File: src/rtl/palette_fader.sv
// palette_fader: writable RGB palette selected by SW, driving a registered
// output colour that either tracks the selected entry or fades linearly to it.
//
// state | meaning
// IDLE  | colour equals target, or direct mode is selected
// FADE  | colour stepping toward target once per prescaled tick
module palette_fader #(
    parameter int IDX_W    = 4,
    parameter int CH_W     = 8,
    parameter int STEP     = 1,
    parameter int STEP_DIV = 4
) (
    input  logic                CLK,
    input  logic                RST,
    input  logic [IDX_W-1:0]    SW,
    input  logic                wr_en,
    input  logic [IDX_W-1:0]    wr_idx,
    input  logic [3*CH_W-1:0]   wr_data,
    input  logic                fade_en,
    output logic [3*CH_W-1:0]   color,
    output logic                busy
);

    localparam int N  = 1 << IDX_W;
    localparam int CW = 3 * CH_W;
    localparam int PW = (STEP_DIV > 1) ? $clog2(STEP_DIV) : 1;
    localparam logic [PW-1:0]   PS_LAST = PW'(STEP_DIV - 1);
    localparam logic [CH_W-1:0] STEP_C  = CH_W'(STEP);
    localparam logic [CH_W:0]   STEP_X  = (CH_W + 1)'(STEP);

    typedef enum logic {IDLE, FADE} state_t;

    state_t           state;
    logic [PW-1:0]    prescaler;
    logic [CW-1:0]    target_r;
    logic [CW-1:0]    pal [N];
    logic             tick;
    logic [CW-1:0]    fade_next;

    // An 8-bit table value mapped onto CH_W bits, MSB-aligned, repeating the
    // source bits when the channel is wider than 8.
    function automatic logic [CH_W-1:0] chan8(input logic [7:0] v);
        logic [CH_W-1:0] r;
        r = '0;
        for (int i = 0; i < CH_W; i++) begin
            r[CH_W-1-i] = v[7-(i%8)];
        end
        return r;
    endfunction

    // Standard colour set, counted down from the top entry.
    function automatic logic [CW-1:0] default_entry(input int idx);
        logic [23:0] rgb;
        rgb = 24'h000000;
        case (N - 1 - idx)
            0: rgb = 24'hFFFFFF;
            1: rgb = 24'hFF0000;
            2: rgb = 24'h00FF00;
            3: rgb = 24'h0000FF;
            4: rgb = 24'hFFFF00;
            5: rgb = 24'hFF00FF;
            6: rgb = 24'h00FFFF;
            7: rgb = 24'hCEF60A;
            8: rgb = 24'h555555;
            9: rgb = 24'hAAAAAA;
            default: rgb = 24'h000000;
        endcase
        return {chan8(rgb[23:16]), chan8(rgb[15:8]), chan8(rgb[7:0])};
    endfunction

    // One channel moves STEP toward its target, landing exactly when close.
    function automatic logic [CH_W-1:0] step_chan(input logic [CH_W-1:0] c,
                                                  input logic [CH_W-1:0] t);
        logic [CH_W:0] d;
        logic [CH_W-1:0] r;
        if (t >= c) begin
            d = {1'b0, t} - {1'b0, c};
            r = (d <= STEP_X) ? t : c + STEP_C;
        end else begin
            d = {1'b0, c} - {1'b0, t};
            r = (d <= STEP_X) ? t : c - STEP_C;
        end
        return r;
    endfunction

    function automatic logic [CW-1:0] step_color(input logic [CW-1:0] c,
                                                 input logic [CW-1:0] t);
        logic [CW-1:0] r;
        r = c;
        for (int ch = 0; ch < 3; ch++) begin
            r[ch*CH_W +: CH_W] = step_chan(c[ch*CH_W +: CH_W], t[ch*CH_W +: CH_W]);
        end
        return r;
    endfunction

    // Palette storage, reloaded with the standard set on reset.
    always_ff @(posedge CLK or negedge RST) begin
        if (!RST) begin
            for (int i = 0; i < N; i++) begin
                pal[i] <= default_entry(i);
            end
        end else if (wr_en) begin
            pal[wr_idx] <= wr_data;
        end
    end

    // Selected entry, with a same-cycle write to that entry taking precedence.
    always_ff @(posedge CLK or negedge RST) begin
        if (!RST) begin
            target_r <= '0;
        end else begin
            target_r <= (wr_en && (wr_idx == SW)) ? wr_data : pal[SW];
        end
    end

    // Candidate colour for this cycle while fading.
    always_comb begin
        tick      = (prescaler == PS_LAST);
        fade_next = tick ? step_color(color, target_r) : color;
    end

    // Mode/fade sequencer; busy and colour are registered here.
    always_ff @(posedge CLK or negedge RST) begin
        if (!RST) begin
            state     <= IDLE;
            prescaler <= '0;
            color     <= '0;
            busy      <= 1'b0;
        end else if (!fade_en) begin
            state <= IDLE;
            color <= target_r;
            busy  <= 1'b0;
        end else begin
            case (state)
                IDLE: begin
                    if (color != target_r) begin
                        state     <= FADE;
                        prescaler <= '0;
                        busy      <= 1'b1;
                    end
                end
                FADE: begin
                    prescaler <= tick ? '0 : prescaler + PW'(1);
                    color     <= fade_next;
                    // Completion is judged on the colour being written now.
                    if (fade_next == target_r) begin
                        state <= IDLE;
                        busy  <= 1'b0;
                    end
                end
                default: begin
                    state <= IDLE;
                    busy  <= 1'b0;
                end
            endcase
        end
    end

endmodule

File: config.mk
export PLATFORM = sky130hd
export DESIGN_NAME = palette_fader
export DESIGN_NICKNAME = d
export VERILOG_FILES = /design/src/rtl/palette_fader.sv
export SDC_FILE = /design/constraint.sdc
export NUM_CORES = 1
export LEC_CHECK = 0
export ABC_CLOCK_PERIOD_IN_PS = 11840
export CAP_MARGIN = 20
export CORE_ASPECT_RATIO = 0.75
export CORE_MARGIN = 3
export CORE_UTILIZATION = 40
export DETAILED_ROUTE_END_ITERATION = 16
export SKIP_LAST_GASP = 1
export SYNTH_ARGS = -nofsm -noshare
export SYNTH_HDL_FRONTEND = slang
export SYNTH_SLANG_ARGS = --single-unit
export TNS_END_PERCENT = 20
File: constraint.sdc
create_clock -name CLK -period 11.84 [get_ports CLK]
set_input_delay 2.368 -clock CLK [delete_from_list [all_inputs] [get_ports CLK]]
set_output_delay 2.368 -clock CLK [all_outputs]
set_load 0.01 [all_outputs]
==> impl_summary.txt, run 1 <==
----------------------------------------------------
[Status]
  Status ... completed

[Timing]
  Max Slew Vio Count ... 0
  Worst slew margin relative to its limit ... 22.5%
  Least-Margin Pin Slew ... 1.16 ns
  Final hold vios ... 0
  Unrepaired setup endpoints after global routing ... false
  Period Utilization, post-route ... 40.4%
  Final setup violation count ... 0
  Max Freq ... 209 MHz
  Worst setup skew after layout ... 0.0339 ns
  Total negative slack for setup checks ... 0 ns
  Minimum clock period ... 4.78 ns

[Cells and area]
  Count of non-filler cells in the finished layout ... 2692
  Share of post-route cells with drive strength above 1 ... 42.9%
  Net count of the finished layout ... 1964
  Area growth from synthesis to layout ... 12.1%
  Fillcell total ... 5342
  Most common cell after layout, fill and taps aside ... sky130_fd_sc_hd__mux2_2
  Commonest cells after routing, fill and taps aside ... sky130_fd_sc_hd__mux2_2, sky130_fd_sc_hd__dfrtp_1, sky130_fd_sc_hd__dfstp_2, sky130_fd_sc_hd__mux4_2, sky130_fd_sc_hd__a21oi_1

[Critical path]
  Critical R2R Launch ... color[18]$_DFFE_PN0N_
  Worst R2R Path Depth ... 13
  Classification of the worst setup path ... in2reg
  Delay contributed by the slowest stage of the critical path ... 0.84 ns
  List of cells traversed by the critical path ... buf_6 -> buf_4 -> mux4_2 -> mux4_2 -> mux2_2
  Largest delay share family, worst path ... buffers and inverters
  Launching element type of the critical path ... input pin
  Register-to-register path setup slack ... 7.23 ns
  Data arrival at the endpoint of the critical path ... 5.25 ns
  CP endpoint kind ... flop
  Crit path required time ... 12.31 ns
  Buffering stage count on the worst path with inverters included ... 2
  Most frequent cell on the critical path ... sky130_fd_sc_hd__mux4_2
  Worst flop-to-flop path endpoint ... busy$_DFFE_PN0P_
  Slowest cell on the critical path ... sky130_fd_sc_hd__buf_4
  Critical path peak fanout ... 53

[Floorplan]
  Die Outline Area ... 63600 µm²
  Starting density of the core ... 40.8%
  Placement row count ... 77
  Placeable core region ... 59400 µm²
  I/O Pins ... 61
  Horizontal die dimension ... 290 µm
  Overall die height ... 219 µm

[Hold path]
  Number of cells on the worst hold path ... 1
  Class of the tightest hold or removal check ... reg2reg
  Hold-critical path endpoint ... prescaler[0]$_DFFE_PN0P_
  Start point of the worst hold path ... prescaler[0]$_DFFE_PN0P_

[Power and ir drop]
  Reported leakage power ... 10.8 nW
  Power share of the sequential group ... 39.2%
  Switching share of power ... 34.2%
  Power density over the cells ... 211 nW/µm²
  Fraction of power consumed by the clock network ... 26.4%
  Total internal power ... 3.77 mW
  Worst ir drop on vdd ... 0.134 mV
  Portion of total power attributed to combinational logic ... 34.3%
  P_sw ... 1.96 mW

[Synth]
  Post-Syn Area ... 24200 µm²
  Synthesized netlist cell count ... 1874
  Syn avg cell area ... 12.9 µm²
  Net Count, Synth ... 1973
  Synth area leader ... sky130_fd_sc_hd__dfrtp_1
  Library cells used by synthesis ... 93
  Sequential area share after synthesis ... 45.7%
  Most used flip-flop cell after synthesis ... sky130_fd_sc_hd__dfrtp_1
  Synth Warn # ... 0
  Leading post-synthesis cells by cell area ... sky130_fd_sc_hd__dfrtp_1, sky130_fd_sc_hd__mux2_2, sky130_fd_sc_hd__dfstp_2, sky130_fd_sc_hd__mux4_2, sky130_fd_sc_hd__ha_1
  Number of enable-type register cells in the synthesized netlist ... 0
  Flip-flop and latch count after synthesis ... 436
  Share of synthesized registers carrying an async set or reset ... 100%
  Fraction of synthesized cell area taken by the top area cell type ... 31.3%

[Clocking]
  Worst skew pair latency ... 0.60 ns
  Clock-pin slew on the worst setup and hold paths ... 0.06 ns
  Hold_buf cts ... 0
  Number of buffers between clock root and the deepest sink ... 3
  CTS root buf ... sky130_fd_sc_hd__clkbuf_16
  Clock buffers created by TritonCTS ... 46
  Deepest level of the CTS H-tree ... 2
  Number of clock sinks ... 436
  Setup repair bufs after CTS ... 0
  Count of cells resized by post-cts repair ... 0
  CTS tree ... yes

[Placement]
  Buffers added on ports ... 60
  Placer's final routability congestion estimate ... 0.898
  HPWL reported at the end of detailed placement ... 39.7 mm
  Cell total after placement ... 2605

[Route]
  DR DRC count ... 0
  Drt initial violations ... 1371
  Total Wirelength ... 63.4 mm
  Post-detailed-route wirelength per cell ... 23.6 µm
  Antenna violation net count after detailed routing ... 0
  Routed via count divided by cell count ... 5.83
  Via total after detailed routing ... 15700
  DRT Pass-1 Iters ... 5

[GRT]
  Via count of the first global-routing pass ... 16100
  Pin count of the biggest net entering global routing ... 169
  GRT Resource Usage Total ... 20.0%
  Wire length of the first global-routing pass ... 98.9 mm
  Number of antenna violations at the first check in global routing ... 4
  Overflow left after global routing ... 0

[Run]
  # Max-Cap Violations ... 0

----------------------------------------------------
[state kept, by name, summed over array words and instances, names as in the netlist]
name / flops
state: 1
pal: 384
busy: 1
prescaler: 2
color: 24
target_r: 24
[metrics by stage]
step | power [mW] | setup slack, ns | hold WS [ns] | area, µm² | utilization [%]
detailed placement | 4.22 | 6.39 | 0.487 | 25500 | 42.9
global route | 6.08 | 6.82 | 0.514 | 27100 | 45.7
finish | 5.73 | 7.06 | 0.496 | 27100 | 45.7
CTS | 5.76 | 7.01 | 0.499 | 27100 | 45.6
floorplan | 3.67 | 6.61 | 0.458 | 24200 | -
global placement | 4.17 | 6.48 | 0.477 | 25500 | 42.8
[area by class of cell]
type                            instances  area (µm²)  area share [%]
Clock buffer                           65        1320            4.88
Tap cell                              790         988            3.64
Sequential cell                       436       11100            40.8
Inverter                               70         263           0.968
Timing Repair Buffer                   82         832            3.06
Antenna cell                            1        2.50         0.00922
Multi-Input combinational cell       1229       12400            45.7
Clock inverter                         19         269           0.991
[cell families after synthesis]
logic type               Yosys count  share of synthesized area (%)
AND/OR/NAND/NOR                  281                           6.00
XOR/XNOR                          64                           2.31
flip-flops                       436                           45.7
buffers and inverters            209                           3.49
adder cells (fa/ha/maj)           63                           3.44
multiplexers                     543                           30.7
AO/OA/AOI/OAI                    278                           8.28
[worst max path at each step]
| stage | startpoint | end | cells after the start |
|---|---|---|---|
| after global routing | SW[0] | target_r[8]$_DFF_PN0_ | 6 |
| final | SW[0] | target_r[20]$_DFF_PN0_ | 5 |
| after CTS | SW[0] | target_r[20]$_DFF_PN0_ | 5 |
| after floorplan | SW[0] | target_r[13]$_DFF_PN0_ | 7 |
| after global placement | SW[0] | target_r[18]$_DFF_PN0_ | 6 |
| after detailed placement | SW[0] | target_r[21]$_DFF_PN0_ | 5 |
[synthesized netlist by cell type (7+ instances only)]
library cell,n
sky130_fd_sc_hd__nand2b_1,18
sky130_fd_sc_hd__nand2_1,53
sky130_fd_sc_hd__a21o_1,9
sky130_fd_sc_hd__or3_1,7
sky130_fd_sc_hd__mux2_2,409
sky130_fd_sc_hd__clkbuf_1,108
sky130_fd_sc_hd__and3_1,7
sky130_fd_sc_hd__nand3_1,38
sky130_fd_sc_hd__buf_2,12
sky130_fd_sc_hd__a211oi_1,8
sky130_fd_sc_hd__nand4_1,13
sky130_fd_sc_hd__a21oi_1,71
sky130_fd_sc_hd__nor4_1,12
sky130_fd_sc_hd__nor2_1,77
sky130_fd_sc_hd__a31oi_1,8
sky130_fd_sc_hd__mux4_2,120
sky130_fd_sc_hd__a21oi_2,7
sky130_fd_sc_hd__buf_1,11
sky130_fd_sc_hd__o21ai_0,44
sky130_fd_sc_hd__mux2i_1,14
sky130_fd_sc_hd__dfstp_2,133
sky130_fd_sc_hd__ha_1,57
sky130_fd_sc_hd__dfrtp_1,303
sky130_fd_sc_hd__nor3_1,17
sky130_fd_sc_hd__nor2b_1,9
sky130_fd_sc_hd__xnor2_1,52
sky130_fd_sc_hd__a22oi_1,10
sky130_fd_sc_hd__xor2_1,12
sky130_fd_sc_hd__o22ai_1,13
sky130_fd_sc_hd__inv_1,66
[power groups by stage]
| stage | Sequential (mW) | Combinational (mW) | Clock [mW] |
|---|---|---|---|
| final | 2.25 | 1.97 | 1.52 |
| after global routing | 2.30 | 2.16 | 1.62 |
| after CTS | 2.24 | 1.96 | 1.56 |
| after detailed placement | 2.27 | 1.95 | 0 |
| after global placement | 2.26 | 1.91 | 0 |
| after floorplan | 2.11 | 1.56 | 0 |
[per-layer routing]
| metal | vias up | track usage [%] | wire length [µm] | share of wire, % |
|---|---|---|---|---|
| met3 | 89 | 4.32 | 3630 | 5.7 |
| li1 | 6973 | - | - | - |
| met4 | 4 | 4.70 | 1280 | 2.0 |
| met5 | - | 0 | 33 | 0.052 |
| met1 | 8225 | 29.0 | 30000 | 47 |
| met2 | 407 | 30.5 | 28500 | 45 |
Note: power is estimated with default switching activity, not from simulation.
==> run 2: changes to the inputs <==
--- a/config.mk
+++ b/config.mk
@@ -5,7 +5,7 @@
 export SDC_FILE = /design/constraint.sdc
 export NUM_CORES = 1
 export LEC_CHECK = 0
-export ABC_CLOCK_PERIOD_IN_PS = 11840
+export ABC_CLOCK_PERIOD_IN_PS = 4500
 export CAP_MARGIN = 20
 export CORE_ASPECT_RATIO = 0.75
 export CORE_MARGIN = 3
==> constraint.sdc (replaced) <==
create_clock -name CLK -period 4.5 [get_ports CLK]
set_input_delay 0.9 -clock CLK [delete_from_list [all_inputs] [get_ports CLK]]
set_output_delay 0.9 -clock CLK [all_outputs]
set_load 0.01 [all_outputs]
==> run 2 against run 1 <==
Net effect: setup slack worse by 6.7 ns; critical path type is now reg2reg; worst hold slack got worse by 0.14 ns; sequential power increased to 2.5 times the previous value; clock skew down 0.0047 ns; core utilization increased by 0.68 points; largest cell class unchanged; critical path depth rose by 8; die area unchanged.
==> impl_summary.txt, run 2 (synthesis gave the netlist of run 1 again) <==
----------------------------------------------------
[Placement]
  Buffers added on ports ... 60 (unchanged)
  Pre-CTS WS ... 0.351 ns (-6.04 ns)
  HPWL reported at the end of detailed placement ... 43.0 mm (+8.4%)
  Placer's final routability congestion estimate ... 0.911 (+1.4%)

[Clocking]
  Deepest level of the CTS H-tree ... 2 (unchanged)
  Worst skew pair latency ... 0.59 ns (about the same)
  Number of clock sinks ... 436 (unchanged)
  CTS tree ... yes
  CTS root buf ... sky130_fd_sc_hd__clkbuf_16
  Number of buffers between clock root and the deepest sink ... 3 (unchanged)
  Clock-pin slew on the worst setup and hold paths ... 0.07 ns (about the same)
  Setup repair bufs after CTS ... 0 (unchanged)
  Clock buffers created by TritonCTS ... 47 (+2.2%)

[Power and ir drop]
  Worst ir drop on vdd ... 0.351 mV (+160%)
  Power density over the cells ... 553 nW/µm² (+160%)
  Total internal power ... 9.97 mW (+160%)
  Portion of total power attributed to combinational logic ... 37.1% (+2.8 points)
  P_sw ... 5.27 mW (+170%)
  Power share of the sequential group ... 37.4% (-1.8 points)
  Switching share of power ... 34.6% (+0.38 points)
  Reported leakage power ... 11.1 nW (+2.3%)
  Total power after layout ... 15.2 mW (+170%)
  Fraction of power consumed by the clock network ... 25.5% (-0.9 points)

[Critical path]
  Critical path peak fanout ... 12 (-77%)
  CP endpoint kind ... flop
  Classification of the worst setup path ... reg2reg
  Origin of the worst setup path ... color[20]$_DFFE_PN0N_
  Data arrival at the endpoint of the critical path ... 4.57 ns (-0.68 ns)
  Launching element type of the critical path ... flop
  Crit path required time ... 4.97 ns (-7.34 ns)
  Critical R2R Launch ... color[20]$_DFFE_PN0N_

[Timing]
  Period Utilization, post-route ... 91.1%
  Final hold vios ... 0 (unchanged)
  Final setup violation count ... 0 (unchanged)
  Minimum clock period ... 4.10 ns
  Final WS setup ... 0.403 ns (-6.65 ns)
  Unrepaired setup endpoints after global routing ... false
  Worst slew margin relative to its limit ... 24.4% (+1.8 points)
  Total negative slack for setup checks ... 0 ns (unchanged)
  Max Slew Vio Count ... 0 (unchanged)
  Max Freq ... 244 MHz
  Worst setup skew after layout ... 0.0292 ns (-0.00470 ns)
  Least-Margin Pin Slew ... 1.13 ns (-0.0247 ns)
  Hold_ws ... 0.352 ns (-0.144 ns)

[GRT]
  Overflow left after global routing ... 0 (unchanged)
  Number of antenna violations at the first check in global routing ... 5 (+1)
  Wire length of the first global-routing pass ... 104 mm (+4.7%)
  Via count of the first global-routing pass ... 16800 (+4.3%)
  Pin count of the biggest net entering global routing ... 112 (-34%)
  GRT Resource Usage Total ... 20.9% (+0.92 points)

[Cells and area]
  Share of post-route cells with drive strength above 1 ... 44.4% (+1.5 points)
  Most common cell after layout, fill and taps aside ... sky130_fd_sc_hd__mux2_2
  Net count of the finished layout ... 2013 (+2.5%)
  Largest reg by FF count ... pal
  Top flop regs ... pal (384), color (24), target_r (24)
  Total inserted antenna cells ... 0 (-1)
  Area growth from synthesis to layout ... 13.8%
  Number of flip-flops under the largest register name ... 384 (unchanged)
  Commonest cells after routing, fill and taps aside ... sky130_fd_sc_hd__mux2_2, sky130_fd_sc_hd__dfrtp_1, sky130_fd_sc_hd__dfstp_2, sky130_fd_sc_hd__mux4_2, sky130_fd_sc_hd__a21oi_1

[Route]
  Routed via count divided by cell count ... 5.85 (+0.33%)
  Drt initial violations ... 1210 (-12%)
  Post-detailed-route wirelength per cell ... 24.1 µm (+2.3%)
  Via total after detailed routing ... 16000 (+2.2%)
  DRT Pass-1 Iters ... 7 (+2)
  Antenna violation net count after detailed routing ... 0 (unchanged)
  Total Wirelength ... 66.1 mm (+4.3%)
  DR DRC count ... 0 (unchanged)

[Floorplan]
  Placement row count ... 77 (unchanged)
  Starting density of the core ... 40.8% (unchanged)
  Overall die height ... 219 µm (unchanged)
  Placeable core region ... 59400 µm² (unchanged)
  I/O Pins ... 61 (unchanged)
  Horizontal die dimension ... 290 µm (unchanged)
  Die Outline Area ... 63600 µm² (unchanged)

[Run]
  # Max-Cap Violations ... 0 (unchanged)

[Status]
  Status ... completed

[Hold path]
  Class of the tightest hold or removal check ... in2async

----------------------------------------------------
## run 2: changes by cell type in the layout (fill, tap and decap cells not counted), moves of 2 or more
cell / change
sky130_fd_sc_hd__buf_12: +7
sky130_fd_sc_hd__buf_16: -2
sky130_fd_sc_hd__bufinv_16: -4
sky130_fd_sc_hd__clkbuf_1: +2
sky130_fd_sc_hd__clkinv_2: -2
sky130_fd_sc_hd__clkbuf_8: +8
sky130_fd_sc_hd__buf_4: +44
## run 2: timing repair
item | 4_1_cts | 5_1_grt
setup endpoints to repair | 0 | 2
resized for setup | 0 | 2
hold buffers | 0 | 0
## run 2: area by class of cell
type                       instances  area, µm²
sequential                       436      11100
timing repair buffer             130       1230
fill                            5266      31900
tap                              790        988
clock inverter                    13        158
clock buffer                      75       1440
inverter                          70        263
multi-input combinational       1229      12400
## run 2: power groups by stage
stage / Clock, mW / Sequential (mW) / Combinational, mW
after detailed placement: 0 / 5.75 / 5.58
after global routing: 4.17 / 5.81 / 6.14
after CTS: 3.99 / 5.69 / 5.60
after floorplan: 0 / 5.56 / 4.10
final: 3.89 / 5.70 / 5.65
after global placement: 0 / 5.68 / 5.52
## run 2: metrics by stage
stage | cell area [µm²] | util (%) | cells
2_1_floorplan | 24200 | - | 1874
3_3_place_gp | 26000 | 43.7 | 2655
3_5_place_dp | 26000 | 43.7 | 2655
4_1_cts | 27600 | 46.4 | 2743
5_1_grt | 27600 | 46.4 | 2743
6_report | 27600 | 46.4 | 2743
## run 2: path summary, 6_finish.rpt
| kind | to | slack, ns | cells past startpoint |
|---|---|---|---|
| max | busy$_DFFE_PN0P_ | 0.40 | 13 |
| min | pal[91]$_DFFE_PN0P_ | 0.35 | 1 |
| max reg2reg | busy$_DFFE_PN0P_ | 0.40 | 13 |
| min reg2reg | pal[331]$_DFFE_PN0P_ | 0.50 | 1 |
| max in group asynchronous | pal[81]$_DFFE_PN0P_ | 2.90 | 2 |
| min in group CLK | pal[331]$_DFFE_PN0P_ | 0.50 | 1 |
## run 2: worst max-delay path, cell delays in order (launching register included)
cell and delay, ns:
sky130_fd_sc_hd__dfrtp_1 0.49, sky130_fd_sc_hd__inv_1 0.14, sky130_fd_sc_hd__ha_1 0.50, sky130_fd_sc_hd__a21oi_1 0.29
sky130_fd_sc_hd__o21ai_1 0.15, sky130_fd_sc_hd__mux2i_1 0.17, sky130_fd_sc_hd__a2111oi_4 0.45, sky130_fd_sc_hd__a31oi_4 0.25
sky130_fd_sc_hd__nor4b_4 0.20, sky130_fd_sc_hd__a311o_1 0.34, sky130_fd_sc_hd__a2111oi_2 0.33, sky130_fd_sc_hd__nand4_1 0.16
sky130_fd_sc_hd__a2111oi_2 0.42, sky130_fd_sc_hd__nor2_1 0.09
## run 2: routing by layer
layer  track usage [%]  vias up  part of all wire [%]
li1                  -     7073                     -
met1              29.5     8403                    46
met2              34.1      470                    47
met3              3.16       96                   5.3
met4              4.87        6                   1.8
met5                 0        -                 0.051
